$ cat src/rtl/mem_axi_pkg.sv
// Shared AXI4 encodings, window constants and the address-channel bundle.
// Address-window constants describe where Rocket's memory sits in PS DRAM.
package mem_axi_pkg;

    localparam int ADDR_W   = 32;
    localparam int DATA_W   = 64;
    localparam int STRB_W   = DATA_W / 8;
    localparam int ID_W     = 6;
    localparam int WIN_BITS = 28;
    localparam int TAG_W    = ADDR_W - WIN_BITS;
    localparam int MAX_OUT  = 8;
    localparam int CNT_W    = $clog2(MAX_OUT + 1);

    localparam logic [TAG_W-1:0] SRC_TAG = 4'h8;
    localparam logic [TAG_W-1:0] DST_TAG = 4'h1;

    localparam logic [1:0] AXI_RESP_OKAY   = 2'b00;
    localparam logic [1:0] AXI_RESP_DECERR = 2'b11;

    localparam logic [1:0] BURST_FIXED = 2'b00;
    localparam logic [1:0] BURST_INCR  = 2'b01;
    localparam logic [1:0] BURST_WRAP  = 2'b10;

    typedef struct packed {
        logic [ADDR_W-1:0] addr;
        logic [ID_W-1:0]   id;
        logic [7:0]        len;
        logic [2:0]        size;
        logic [1:0]        burst;
        logic              lock;
        logic [3:0]        cache;
        logic [2:0]        prot;
        logic [3:0]        qos;
    } ax_t;

    typedef enum logic [1:0] {R_IDLE, R_WAIT, R_RESP} rd_state_t;
    typedef enum logic [1:0] {W_IDLE, W_WAIT, W_DRAIN, W_RESP} wr_state_t;

endpackage

$ cat src/rtl/mem_axi_win_check.sv
// Window legality check and tag relocation for one AR or AW request.
// Purely combinational; no backpressure of its own.
module mem_axi_win_check
    import mem_axi_pkg::*;
(
    input  ax_t  s_ax,
    output logic legal,
    output ax_t  m_ax
);

    typedef logic [WIN_BITS:0] ofs_t;
    localparam ofs_t WIN_SIZE = ofs_t'(1) << WIN_BITS;

    ofs_t span;
    ofs_t end_ofs;
    logic tag_ok;

    always_comb begin
        // FIXED bursts hit one beat's worth of bytes repeatedly.
        if (s_ax.burst == BURST_FIXED) begin
            span = ofs_t'(1) << s_ax.size;
        end else begin
            span = (ofs_t'(s_ax.len) + ofs_t'(1)) << s_ax.size;
        end
        end_ofs = ofs_t'(s_ax.addr[WIN_BITS-1:0]) + span;
        tag_ok  = s_ax.addr[ADDR_W-1:WIN_BITS] == SRC_TAG;
        legal   = tag_ok && ((s_ax.burst == BURST_WRAP) || (end_ofs <= WIN_SIZE));

        m_ax      = s_ax;
        m_ax.addr = {DST_TAG, s_ax.addr[WIN_BITS-1:0]};
    end

endmodule

$ cat src/rtl/mem_axi_window.sv
// Rocket-to-PS AXI4 window: relocates legal bursts, answers stray ones with DECERR.
// Legal traffic is zero-latency pass-through; readies follow the PS side, error bursts wait for older traffic.
module mem_axi_window
    import mem_axi_pkg::*;
(
    input  logic              clock,
    input  logic              reset_n,

    input  logic              s_ar_valid,
    output logic              s_ar_ready,
    input  logic [ADDR_W-1:0] s_ar_addr,
    input  logic [ID_W-1:0]   s_ar_id,
    input  logic [7:0]        s_ar_len,
    input  logic [2:0]        s_ar_size,
    input  logic [1:0]        s_ar_burst,
    input  logic              s_ar_lock,
    input  logic [3:0]        s_ar_cache,
    input  logic [2:0]        s_ar_prot,
    input  logic [3:0]        s_ar_qos,

    input  logic              s_aw_valid,
    output logic              s_aw_ready,
    input  logic [ADDR_W-1:0] s_aw_addr,
    input  logic [ID_W-1:0]   s_aw_id,
    input  logic [7:0]        s_aw_len,
    input  logic [2:0]        s_aw_size,
    input  logic [1:0]        s_aw_burst,
    input  logic              s_aw_lock,
    input  logic [3:0]        s_aw_cache,
    input  logic [2:0]        s_aw_prot,
    input  logic [3:0]        s_aw_qos,

    input  logic              s_w_valid,
    output logic              s_w_ready,
    input  logic [DATA_W-1:0] s_w_data,
    input  logic [STRB_W-1:0] s_w_strb,
    input  logic              s_w_last,

    output logic              s_b_valid,
    input  logic              s_b_ready,
    output logic [ID_W-1:0]   s_b_id,
    output logic [1:0]        s_b_resp,

    output logic              s_r_valid,
    input  logic              s_r_ready,
    output logic [ID_W-1:0]   s_r_id,
    output logic [DATA_W-1:0] s_r_data,
    output logic [1:0]        s_r_resp,
    output logic              s_r_last,

    output logic              m_ar_valid,
    input  logic              m_ar_ready,
    output logic [ADDR_W-1:0] m_ar_addr,
    output logic [ID_W-1:0]   m_ar_id,
    output logic [7:0]        m_ar_len,
    output logic [2:0]        m_ar_size,
    output logic [1:0]        m_ar_burst,
    output logic              m_ar_lock,
    output logic [3:0]        m_ar_cache,
    output logic [2:0]        m_ar_prot,
    output logic [3:0]        m_ar_qos,

    output logic              m_aw_valid,
    input  logic              m_aw_ready,
    output logic [ADDR_W-1:0] m_aw_addr,
    output logic [ID_W-1:0]   m_aw_id,
    output logic [7:0]        m_aw_len,
    output logic [2:0]        m_aw_size,
    output logic [1:0]        m_aw_burst,
    output logic              m_aw_lock,
    output logic [3:0]        m_aw_cache,
    output logic [2:0]        m_aw_prot,
    output logic [3:0]        m_aw_qos,

    output logic              m_w_valid,
    input  logic              m_w_ready,
    output logic [DATA_W-1:0] m_w_data,
    output logic [STRB_W-1:0] m_w_strb,
    output logic              m_w_last,

    input  logic              m_b_valid,
    output logic              m_b_ready,
    input  logic [ID_W-1:0]   m_b_id,
    input  logic [1:0]        m_b_resp,

    input  logic              m_r_valid,
    output logic              m_r_ready,
    input  logic [ID_W-1:0]   m_r_id,
    input  logic [DATA_W-1:0] m_r_data,
    input  logic [1:0]        m_r_resp,
    input  logic              m_r_last,

    output logic [15:0]       err_count
);

    ax_t  s_ar, m_ar, s_aw, m_aw;
    logic ar_legal, aw_legal;

    assign s_ar = '{addr: s_ar_addr, id: s_ar_id, len: s_ar_len, size: s_ar_size,
                    burst: s_ar_burst, lock: s_ar_lock, cache: s_ar_cache,
                    prot: s_ar_prot, qos: s_ar_qos};
    assign s_aw = '{addr: s_aw_addr, id: s_aw_id, len: s_aw_len, size: s_aw_size,
                    burst: s_aw_burst, lock: s_aw_lock, cache: s_aw_cache,
                    prot: s_aw_prot, qos: s_aw_qos};

    mem_axi_win_check u_ar_check (.s_ax(s_ar), .legal(ar_legal), .m_ax(m_ar));
    mem_axi_win_check u_aw_check (.s_ax(s_aw), .legal(aw_legal), .m_ax(m_aw));

    assign {m_ar_addr, m_ar_id, m_ar_len, m_ar_size, m_ar_burst,
            m_ar_lock, m_ar_cache, m_ar_prot, m_ar_qos} = m_ar;
    assign {m_aw_addr, m_aw_id, m_aw_len, m_aw_size, m_aw_burst,
            m_aw_lock, m_aw_cache, m_aw_prot, m_aw_qos} = m_aw;

    rd_state_t         rd_state_q, rd_state_d;
    wr_state_t         wr_state_q, wr_state_d;
    logic [CNT_W-1:0]  rd_out_q, rd_out_d;
    logic [CNT_W-1:0]  wr_out_q, wr_out_d;
    logic [CNT_W-1:0]  w_pend_q, w_pend_d;
    logic [ID_W-1:0]   rd_id_q, rd_id_d;
    logic [7:0]        rd_len_q, rd_len_d;
    logic [7:0]        rd_beat_q, rd_beat_d;
    logic [ID_W-1:0]   wr_id_q, wr_id_d;
    logic [15:0]       err_count_q, err_count_d;

    logic rd_idle, rd_room, rd_resp, r_last_beat, r_err_done, m_r_done;
    logic wr_idle, wr_room, wr_resp, w_drain, w_fwd, w_err_done;
    logic ar_err_acc, aw_err_acc, m_w_done;
    logic [16:0] err_sum;

    // Read address and data path
    always_comb begin
        rd_idle     = rd_state_q == R_IDLE;
        rd_resp     = rd_state_q == R_RESP;
        rd_room     = rd_out_q != CNT_W'(MAX_OUT);
        r_last_beat = rd_beat_q == rd_len_q;

        m_ar_valid = s_ar_valid && ar_legal && rd_idle && rd_room;
        s_ar_ready = s_ar_valid && rd_idle && (ar_legal ? (m_ar_ready && rd_room) : 1'b1);
        ar_err_acc = s_ar_valid && rd_idle && !ar_legal;

        s_r_valid = rd_resp ? 1'b1            : m_r_valid;
        s_r_id    = rd_resp ? rd_id_q         : m_r_id;
        s_r_data  = rd_resp ? '0              : m_r_data;
        s_r_resp  = rd_resp ? AXI_RESP_DECERR : m_r_resp;
        s_r_last  = rd_resp ? r_last_beat     : m_r_last;
        m_r_ready = !rd_resp && s_r_ready;

        m_r_done   = m_r_valid && m_r_ready && m_r_last;
        r_err_done = rd_resp && s_r_ready && r_last_beat;
        rd_out_d   = rd_out_q + CNT_W'(m_ar_valid && m_ar_ready) - CNT_W'(m_r_done);
    end

    always_comb begin
        rd_state_d = rd_state_q;
        rd_id_d    = rd_id_q;
        rd_len_d   = rd_len_q;
        rd_beat_d  = rd_beat_q;
        case (rd_state_q)
            R_IDLE: if (ar_err_acc) begin
                rd_state_d = R_WAIT;
                rd_id_d    = s_ar_id;
                rd_len_d   = s_ar_len;
                rd_beat_d  = '0;
            end
            // Older legal reads must finish before the error data may use s_r.
            R_WAIT: if (rd_out_q == '0) rd_state_d = R_RESP;
            R_RESP: if (s_r_ready) begin
                if (r_last_beat) rd_state_d = R_IDLE;
                else             rd_beat_d  = rd_beat_q + 8'd1;
            end
            default: rd_state_d = R_IDLE;
        endcase
    end

    // Write address, data and response path
    always_comb begin
        wr_idle = wr_state_q == W_IDLE;
        wr_resp = wr_state_q == W_RESP;
        w_drain = wr_state_q == W_DRAIN;
        wr_room = wr_out_q != CNT_W'(MAX_OUT);
        w_fwd   = w_pend_q != '0;

        m_aw_valid = s_aw_valid && aw_legal && wr_idle && wr_room;
        s_aw_ready = s_aw_valid && wr_idle && (aw_legal ? (m_aw_ready && wr_room) : 1'b1);
        aw_err_acc = s_aw_valid && wr_idle && !aw_legal;

        m_w_valid = !w_drain && w_fwd && s_w_valid;
        m_w_data  = s_w_data;
        m_w_strb  = s_w_strb;
        m_w_last  = s_w_last;
        s_w_ready = w_drain || (w_fwd && m_w_ready);
        m_w_done  = m_w_valid && m_w_ready && m_w_last;

        s_b_valid = wr_resp ? 1'b1            : m_b_valid;
        s_b_id    = wr_resp ? wr_id_q         : m_b_id;
        s_b_resp  = wr_resp ? AXI_RESP_DECERR : m_b_resp;
        m_b_ready = !wr_resp && s_b_ready;

        w_err_done = wr_resp && s_b_ready;
        wr_out_d   = wr_out_q + CNT_W'(m_aw_valid && m_aw_ready) - CNT_W'(m_b_valid && m_b_ready);
        w_pend_d   = w_pend_q + CNT_W'(m_aw_valid && m_aw_ready) - CNT_W'(m_w_done);
    end

    always_comb begin
        wr_state_d = wr_state_q;
        wr_id_d    = wr_id_q;
        case (wr_state_q)
            W_IDLE:  if (aw_err_acc) begin
                wr_state_d = W_WAIT;
                wr_id_d    = s_aw_id;
            end
            W_WAIT:  if (w_pend_q == '0 && wr_out_q == '0) wr_state_d = W_DRAIN;
            W_DRAIN: if (s_w_valid && s_w_last) wr_state_d = W_RESP;
            W_RESP:  if (s_b_ready) wr_state_d = W_IDLE;
            default: wr_state_d = W_IDLE;
        endcase
    end

    // A read and a write error can retire in the same cycle.
    always_comb begin
        err_sum     = {1'b0, err_count_q} + 17'(r_err_done) + 17'(w_err_done);
        err_count_d = err_sum[16] ? 16'hFFFF : err_sum[15:0];
    end

    assign err_count = err_count_q;

    always_ff @(posedge clock or negedge reset_n) begin
        if (!reset_n) begin
            rd_state_q  <= R_IDLE;
            wr_state_q  <= W_IDLE;
            rd_out_q    <= '0;
            wr_out_q    <= '0;
            w_pend_q    <= '0;
            rd_id_q     <= '0;
            rd_len_q    <= '0;
            rd_beat_q   <= '0;
            wr_id_q     <= '0;
            err_count_q <= '0;
        end else begin
            rd_state_q  <= rd_state_d;
            wr_state_q  <= wr_state_d;
            rd_out_q    <= rd_out_d;
            wr_out_q    <= wr_out_d;
            w_pend_q    <= w_pend_d;
            rd_id_q     <= rd_id_d;
            rd_len_q    <= rd_len_d;
            rd_beat_q   <= rd_beat_d;
            wr_id_q     <= wr_id_d;
            err_count_q <= err_count_d;
        end
    end

endmodule

$ cat config.mk
export PLATFORM = sky130hd
export DESIGN_NAME = mem_axi_window
export DESIGN_NICKNAME = d
export VERILOG_FILES = /design/src/rtl/mem_axi_pkg.sv /design/src/rtl/mem_axi_win_check.sv /design/src/rtl/mem_axi_window.sv
export SDC_FILE = /design/constraint.sdc
export NUM_CORES = 1
export LEC_CHECK = 0
export CAP_MARGIN = 40
export CORE_AREA = 4 4 229 231
export CTS_CLUSTER_SIZE = 20
export DETAILED_ROUTE_END_ITERATION = 8
export DIE_AREA = 0 0 233 235
export GPL_ROUTABILITY_DRIVEN = 1
export PLACE_DENSITY = 0.57
export SLEW_MARGIN = 0
export SYNTH_ARGS = -nofsm -noshare
export SYNTH_HDL_FRONTEND = slang
export SYNTH_SLANG_ARGS = --single-unit
$ cat constraint.sdc
create_clock -name clock -period 28.7 [get_ports clock]
set_clock_uncertainty 0.2 [all_clocks]
set_input_delay 8.61 -clock clock [delete_from_list [all_inputs] [get_ports clock]]
set_output_delay 8.61 -clock clock [all_outputs]
set_load 0.005 [all_outputs]
==> PnR_summary.wiki, run 1 <==
{| class="wikitable"
! Metric !! Value
|-
| Die height || 235 µm
|-
| Internal power component || 414 µW
|-
| Gr ovfl total || 0
|-
| Reg2reg start || rd_beat_q[6]
|-
| Number of unique standard cell types used by synthesis || 85
|-
| Instance area at placement || 0.0125 mm²
|-
| Longest Clk Path Bufs || 2
|-
| Number of I/O port buffers || 397
|-
| Post-CTS setup buffer count || 0
|-
| Final design utilization || 25.6%
|-
| Worst setup SP type || input pin
|-
| Global-route usage over all layers || 12.7%
|-
| Fraction of power consumed by sequential logic || 22.5%
|-
| Number of design-rule violations left by the first detailed-router iteration || 420
|-
| Post-Route WL || 36.5 mm
|-
| Core region area || 0.0501 mm²
|-
| Min-delay worst type || reg2reg
|-
| Yosys top cell area share || 16.1%
|-
| Sequential cell area fraction in the yosys report || 16.1%
|-
| Number of storage elements in the synthesis netlist || 60
|-
| Proportion of power drawn by combinational gates || 59.3%
|-
| Count of final setup violators || 0
|-
| Warnings, synthesis || 0
|-
| Synthesized netlist cell count || 1230
|-
| Run status || finished clean
|-
| Maximum fanout count along the critical path || 24
|-
| Worst setup slack before clock tree synthesis || 5580 ps
|-
| Max Clk Rate || 43.3 MHz
|-
| Clock Sink Count || 60
|-
| Post-synthesis cell type with the largest combined area || sky130_fd_sc_hd__dfrtp_1
|-
| Worst slew slack as a fraction of its limit || 47.6%
|-
| Number of enable flip-flop cells after synthesis || 0
|-
| Clock slew at the register clock pins of the worst setup and hold paths || 60 ps
|-
| Fraction of power spent switching nets || 38.7%
|-
| Shortest period the worst path allows || 23100 ps
|-
| Die Footprint || 0.0548 mm²
|-
| Synthesized area || 0.00930 mm²
|-
| Worst EP required || 19890 ps
|-
| Die outline width || 233 µm
|-
| Final critical-path share of the clock period || 80.5%
|-
| P_sw || 262 µW
|-
| Post-layout instance count excluding filler cells || 2078
|-
| CP Class || in2out
|-
| Initial antenna violation count || 1
|-
| VDD IR max || 44.3 µV
|-
| Slew Viols, Final || 0
|-
| Dpl cells || 2062
|-
| CP Capture Type || primary output
|-
| Measured slew at the worst slew-check pin || 786 ps
|-
| Inserted Diodes || 0
|-
| Top area cells in the synthesized netlist || sky130_fd_sc_hd__dfrtp_1, sky130_fd_sc_hd__buf_4, sky130_fd_sc_hd__ha_1
|-
| Endpoint of the worst-slack reg-to-reg timing path || err_count[10]
|-
| Worst reg-to-reg setup slack || 25280 ps
|-
| Clock network fraction of design power || 18.2%
|-
| Clk root buf || sky130_fd_sc_hd__clkbuf_16
|-
| Setup WS post-layout || 5600 ps
|-
| Number of vias after detailed routing || 9376
|-
| Data arrival time of the critical path || 14290 ps
|-
| Depth of the most critical reg-to-reg path || 10
|-
| Dominant register cell in the synthesized netlist || sky130_fd_sc_hd__dfrtp_1
|-
| Capturing element of the worst setup path || s_ar_ready
|-
| Post-Route Setup TNS || 0 ps
|-
| Synthesis-to-layout area growth || 37.8%
|-
| Max-capacitance violation count || 0
|-
| Critical path origin || s_ar_len[0]
|-
| Num CTS Buffers || 9
|-
| Fraction of layout instances using a drive strength above 1 || 5.69%
|-
| Starting utilization of the core area || 18.6%
|-
| Post-route design area || 0.0128 mm²
|-
| Routed len/inst || 17.5 µm
|-
| Weighted congestion at the end of routability-driven global placement || 0.928
|-
| First-pass GRT wire length || 54.6 mm
|-
| Clock latency on the worst-skew pair || 370 ps
|-
| Detail-routed via count per cell || 4.51
|-
| Half-perimeter wire length after placement || 31.1 mm
|-
| Antenna-violating nets left || 0
|-
| Number of nets in the layout || 1755
|-
| Average cell area after synthesis || 7.56 µm²
|-
| P_leak || 5.08 nW
|-
| Proportion of register bits with asynchronous set or reset after synthesis || 100%
|-
| Largest net degree at the start of global routing || 68
|-
| Setup repair after global routing missed its margin || no
|-
| Clock tree from TritonCTS || yes
|-
| Post-cts resize count || 0
|-
| DRT Pass-1 Iters || 5
|-
| CTS H-Tree Depth || 3
|-
| Hold Buf Count CTS || 0
|-
| Power per cell area || 52.7 mW/mm²
|-
| Number of top-level design ports || 598
|-
| Fin. Hold Viols || 0
|-
| Via count of the first global-routing pass || 9446
|-
| Remaining design rule violation count || 0
|-
| # rows || 82
|}
## through the flow
step / power, mW / hold WS, ps
floorplan: 0.384 / 259
global placement: 0.548 / 271
detailed placement: 0.558 / 279
CTS: 0.688 / 295
global route: 0.731 / 324
finish: 0.676 / 286
## worst min-delay path by stage
| stage | startpoint | to | slack, ps | cells past startpoint |
|---|---|---|---|---|
| 2_1_floorplan | wr_id_q[0] | wr_id_q[0] | 260 | 1 |
| 3_3_place_gp | wr_id_q[2] | wr_id_q[2] | 270 | 1 |
| 3_5_place_dp | wr_id_q[1] | wr_id_q[1] | 280 | 1 |
| 4_1_cts | wr_id_q[1] | wr_id_q[1] | 290 | 1 |
| 5_1_grt | wr_id_q[5] | wr_id_q[5] | 320 | 1 |
| 6_report | wr_id_q[1] | wr_id_q[1] | 290 | 1 |
## final cells by class
class | instances | area [µm²]
Clock buffer | 9 | 225
Clock inverter | 7 | 100
Fill cell | 5508 | 37300
Inverter | 48 | 180
Multi-Input combinational cell | 882 | 5940
Sequential cell | 60 | 1500
Tap cell | 672 | 841
Timing Repair Buffer | 400 | 4030
## flip-flops by register name, summed over array words and instances, names as in the netlist
name / count
rd_out_q: 4
err_count: 16
rd_id_q: 6
w_pend_q: 4
rd_state_q: 2
rd_beat_q: 8
wr_id_q: 6
rd_len_q: 8
wr_out_q: 4
wr_state_q: 2
## layout by cell type, fill, tap and decap left out, types with 11 or more instances in the layout
cell / instances
sky130_fd_sc_hd__nand2b_1: 15
sky130_fd_sc_hd__nor2_1: 79
sky130_fd_sc_hd__or3_1: 16
sky130_fd_sc_hd__o21a_1: 11
sky130_fd_sc_hd__and3_1: 16
sky130_fd_sc_hd__and2_1: 72
sky130_fd_sc_hd__a21o_1: 15
sky130_fd_sc_hd__mux2_2: 18
sky130_fd_sc_hd__xnor2_1: 29
sky130_fd_sc_hd__nand2_1: 125
sky130_fd_sc_hd__clkdlybuf4s50_1: 396
sky130_fd_sc_hd__o21ai_0: 47
sky130_fd_sc_hd__dfrtp_1: 60
sky130_fd_sc_hd__a21oi_1: 58
sky130_fd_sc_hd__inv_1: 47
sky130_fd_sc_hd__xor2_1: 22
sky130_fd_sc_hd__nor3_1: 23
sky130_fd_sc_hd__ha_1: 56
sky130_fd_sc_hd__a31oi_1: 13
sky130_fd_sc_hd__nand4_1: 27
sky130_fd_sc_hd__nand3_1: 32
sky130_fd_sc_hd__mux2i_1: 13
## kinds of logic after synthesis
| kind of cell | count (synthesis) | synth area share [%] |
|---|---|---|
| xor gates and xnor gates | 51 | 4.80 |
| buffers and inverters | 294 | 20.2 |
| muxes | 48 | 6.04 |
| AOI/OAI and AO/OA | 248 | 17.9 |
| and+or+nand+nor | 465 | 25.9 |
| other | 2 | 0.0807 |
| adders and majority gates | 62 | 8.82 |
| DFF | 60 | 16.1 |
## power groups by stage
stage	Combinational, mW	Sequential (mW)	Clock (mW)
after floorplan	0.241	0.144	0
after global placement	0.396	0.152	0
after detailed placement	0.405	0.153	0
after CTS	0.407	0.152	0.129
after global routing	0.441	0.157	0.132
final	0.401	0.152	0.123
## Yosys cell counts (all sizes together), types with 3 or more instances
cell type and count:
a21o 15, mux2 35, mux2i 13, nand3 33, o22ai 9, nand4b 3
o21bai 3, o21a 11, a31oi 14, o211ai 10, nor3 23, o2111ai 9
or3 16, ha 56, nor2 80, and3 16, clkbuf 26, dfrtp 60
and4 8, o31ai 11, a41oi 3, fa 6, buf 220, or2 11
a21oi 62, a21boi 3, xnor2 29, a221oi 3, nand2b 16, and2 73
nor2b 8, nand2 125, nand4 27, nor4 10, xor2 22, a211oi 9
nor4b 3, a2111oi 3, o21ai 56, nor3b 6, inv 48, a41o 3
## worst max-delay path, cell delays in order
cell	delay, ps
sky130_fd_sc_hd__clkdlybuf4s50_1	610
sky130_fd_sc_hd__ha_1	250
sky130_fd_sc_hd__nand2_1	110
sky130_fd_sc_hd__or3_1	370
sky130_fd_sc_hd__a21oi_1	200
sky130_fd_sc_hd__nand2_1	80
sky130_fd_sc_hd__o31ai_1	110
sky130_fd_sc_hd__mux2i_1	150
sky130_fd_sc_hd__mux2i_1	190
sky130_fd_sc_hd__ha_1	380
sky130_fd_sc_hd__and4_1	310
sky130_fd_sc_hd__nand2_1	70
sky130_fd_sc_hd__a21oi_1	240
sky130_fd_sc_hd__nor2_1	110
sky130_fd_sc_hd__o31ai_1	400
sky130_fd_sc_hd__nor4b_1	540
sky130_fd_sc_hd__a21oi_2	240
sky130_fd_sc_hd__nor2_4	640
sky130_fd_sc_hd__a21o_1	150
sky130_fd_sc_hd__clkdlybuf4s50_1	510
## metal layers
layer / GRT usage [%] / wire (µm)
met1: 13.0 / 13200
met2: 24.0 / 19000
met3: 3.42 / 2800
met4: 5.67 / 1420
met5: 0 / 0
(Power assumes the default switching activity.)
==> run 2: changes to the inputs <==
==> constraint.sdc (replaced) <==
create_clock -name clock -period 23.6 [get_ports clock]
set_clock_uncertainty 0.2 [all_clocks]
set_input_delay 7.08 -clock clock [delete_from_list [all_inputs] [get_ports clock]]
set_output_delay 7.08 -clock clock [all_outputs]
set_load 0.005 [all_outputs]
==> PnR_summary.wiki, run 2 (synthesis results as in run 1) <==
{| class="wikitable"
! Metric !! Value
|-
| Clk root buf || sky130_fd_sc_hd__clkbuf_16
|-
| Clock Sink Count || 60
|-
| Critical path origin || s_aw_len[0]
|-
| Setup repair after global routing missed its margin || no
|-
| Most common library cell in the layout ignoring fill and taps || sky130_fd_sc_hd__clkdlybuf4s50_1
|-
| Die Footprint || 0.0548 mm²
|-
| Post-CTS setup buffer count || 0
|-
| Most frequent cells in the layout || sky130_fd_sc_hd__clkdlybuf4s50_1, sky130_fd_sc_hd__nand2_1, sky130_fd_sc_hd__nor2_1
|-
| Hold path startpoint || wr_id_q[0]
|-
| Setup WS post-layout || 3450 ps
|-
| Num CTS Buffers || 9
|-
| Number of nets in the layout || 1755
|-
| Post-cts resize count || 0
|-
| Clock network fraction of design power || 19.1%
|-
| Measured slew at the worst slew-check pin || 744 ps
|-
| Worst setup SP type || input pin
|-
| Starting utilization of the core area || 18.6%
|-
| Flip-flop count of the largest register after layout || 16
|-
| Longest Clk Path Bufs || 2
|-
| Die height || 235 µm
|-
| Worst EP required || 16320 ps
|-
| Half-perimeter wire length after placement || 31.3 mm
|-
| Number of design-rule violations left by the first detailed-router iteration || 516
|-
| Die outline width || 233 µm
|-
| Fraction of power spent switching nets || 38.1%
|-
| Initial antenna violation count || 1
|-
| Power consumption || 831 µW
|-
| P_sw || 316 µW
|-
| Weighted congestion at the end of routability-driven global placement || 0.884
|-
| Fraction of power consumed by sequential logic || 22.1%
|-
| Maximum fanout count along the critical path || 7
|-
| Worst slew slack as a fraction of its limit || 50.4%
|-
| Proportion of power drawn by combinational gates || 58.8%
|-
| Clock slew at the register clock pins of the worst setup and hold paths || 50 ps
|-
| Post-layout instance count excluding filler cells || 2078
|-
| Number of vias after detailed routing || 9463
|-
| Inserted Diodes || 0
|-
| Max Clk Rate || 49.6 MHz
|-
| Slew Viols, Final || 0
|-
| Reg2reg start || rd_beat_q[2]
|-
| Power per cell area || 64.7 mW/mm²
|-
| Clock latency on the worst-skew pair || 360 ps
|-
| CP Capture Type || primary output
|-
| P_leak || 5.09 nW
|-
| Fraction of layout instances using a drive strength above 1 || 5.69%
|-
| Fin. Hold Viols || 0
|-
| DRT Pass-1 Iters || 5
|-
| Worst setup slack before clock tree synthesis || 3400 ps
|-
| Synthesis-to-layout area growth || 38.0%
|-
| Post-Route Setup TNS || 0 ps
|-
| Via count of the first global-routing pass || 9577
|-
| Remaining design rule violation count || 0
|-
| First-pass GRT wire length || 55.0 mm
|-
| Final critical-path share of the clock period || 85.4%
|-
| Min-delay worst type || reg2reg
|-
| Data arrival time of the critical path || 12870 ps
|-
| Dpl cells || 2062
|-
| Clock tree from TritonCTS || yes
|-
| Antenna-violating nets left || 0
|-
| Post-route design area || 0.0128 mm²
|-
| Post-Route WL || 36.7 mm
|-
| # rows || 82
|-
| Count of final setup violators || 0
|-
| Instance area at placement || 0.0125 mm²
|-
| Number of I/O port buffers || 397
|-
| CP Class || in2out
|-
| VDD IR max || 42.4 µV
|-
| Number of top-level design ports || 598
|-
| Routed len/inst || 17.7 µm
|-
| Gr ovfl total || 0
|-
| Hold Buf Count CTS || 0
|-
| Max-capacitance violation count || 0
|-
| Core region area || 0.0501 mm²
|-
| Largest net degree at the start of global routing || 68
|-
| Run status || finished clean
|-
| Global-route usage over all layers || 12.8%
|-
| Detail-routed via count per cell || 4.55
|-
| CTS H-Tree Depth || 3
|-
| Internal power component || 515 µW
|-
| Shortest period the worst path allows || 20150 ps
|}
[run 2: worst paths after layout]
| check | slack (ps) | endpoint | depth (start not counted) |
|---|---|---|---|
| max in group asynchronous | 16250 | rd_len_q[5] | 2 |
| worst min-delay path | 290 | wr_id_q[0] | 1 |
| worst max-delay path | 3450 | s_aw_ready | 22 |
| min in group asynchronous | 6400 | wr_out_q[0] | 1 |
| worst max register to register | 20090 | err_count[10] | 10 |
| worst min register to register | 290 | wr_id_q[0] | 1 |
[run 2: critical path, cell delays in order]
cell	delay (ps)
sky130_fd_sc_hd__clkdlybuf4s50_1	550
sky130_fd_sc_hd__ha_1	240
sky130_fd_sc_hd__nand2_1	120
sky130_fd_sc_hd__or3_1	360
sky130_fd_sc_hd__a21oi_1	210
sky130_fd_sc_hd__nand2_1	80
sky130_fd_sc_hd__o31ai_1	100
sky130_fd_sc_hd__nor2_1	70
sky130_fd_sc_hd__a21oi_1	200
sky130_fd_sc_hd__a21o_1	140
sky130_fd_sc_hd__ha_1	300
sky130_fd_sc_hd__a21oi_1	280
sky130_fd_sc_hd__nand2_1	100
sky130_fd_sc_hd__o21ai_2	260
sky130_fd_sc_hd__o21ai_1	220
sky130_fd_sc_hd__a311o_1	360
sky130_fd_sc_hd__a2111oi_0	540
sky130_fd_sc_hd__a41oi_1	370
sky130_fd_sc_hd__nor2_1	190
sky130_fd_sc_hd__or2_1	500
sky130_fd_sc_hd__nand2_1	120
sky130_fd_sc_hd__clkdlybuf4s50_1	470
[run 2: stage by stage]
| step | utilization [%] | hold slack (ps) |
|---|---|---|
| 6_report | 25.6 | 289 |
| 5_1_grt | 25.6 | 316 |
| 2_1_floorplan | - | 259 |
| 4_1_cts | 25.6 | 296 |
| 3_5_place_dp | 25.0 | 279 |
| 3_3_place_gp | 24.8 | 271 |
[run 2: layout make-up]
type,instances,area [µm²]
fillers,5559,37200
multi-input cells,882,5940
repair buffers,400,4030
flip-flops and latches,60,1500
well taps,672,841
clock buffers,9,225
inverters,48,180
clock inverters,7,124
[run 2: per-layer routing]
metal  routed length [µm]  global-route usage, %  vias up
li1                     -                      -     4477
met1                13000                   12.9     4394
met2                19200                   24.1      509
met3                 2930                   3.43       83
met4                 1550                   5.90        0
met5                    0                      0        -
[run 2: power groups by stage]
stage,combinational (mW),sequential (mW),clock [mW]
floorplan,0.293,0.175,0
global placement,0.481,0.184,0
detailed placement,0.494,0.185,0
CTS,0.497,0.184,0.167
global route,0.537,0.190,0.170
finish,0.489,0.184,0.158
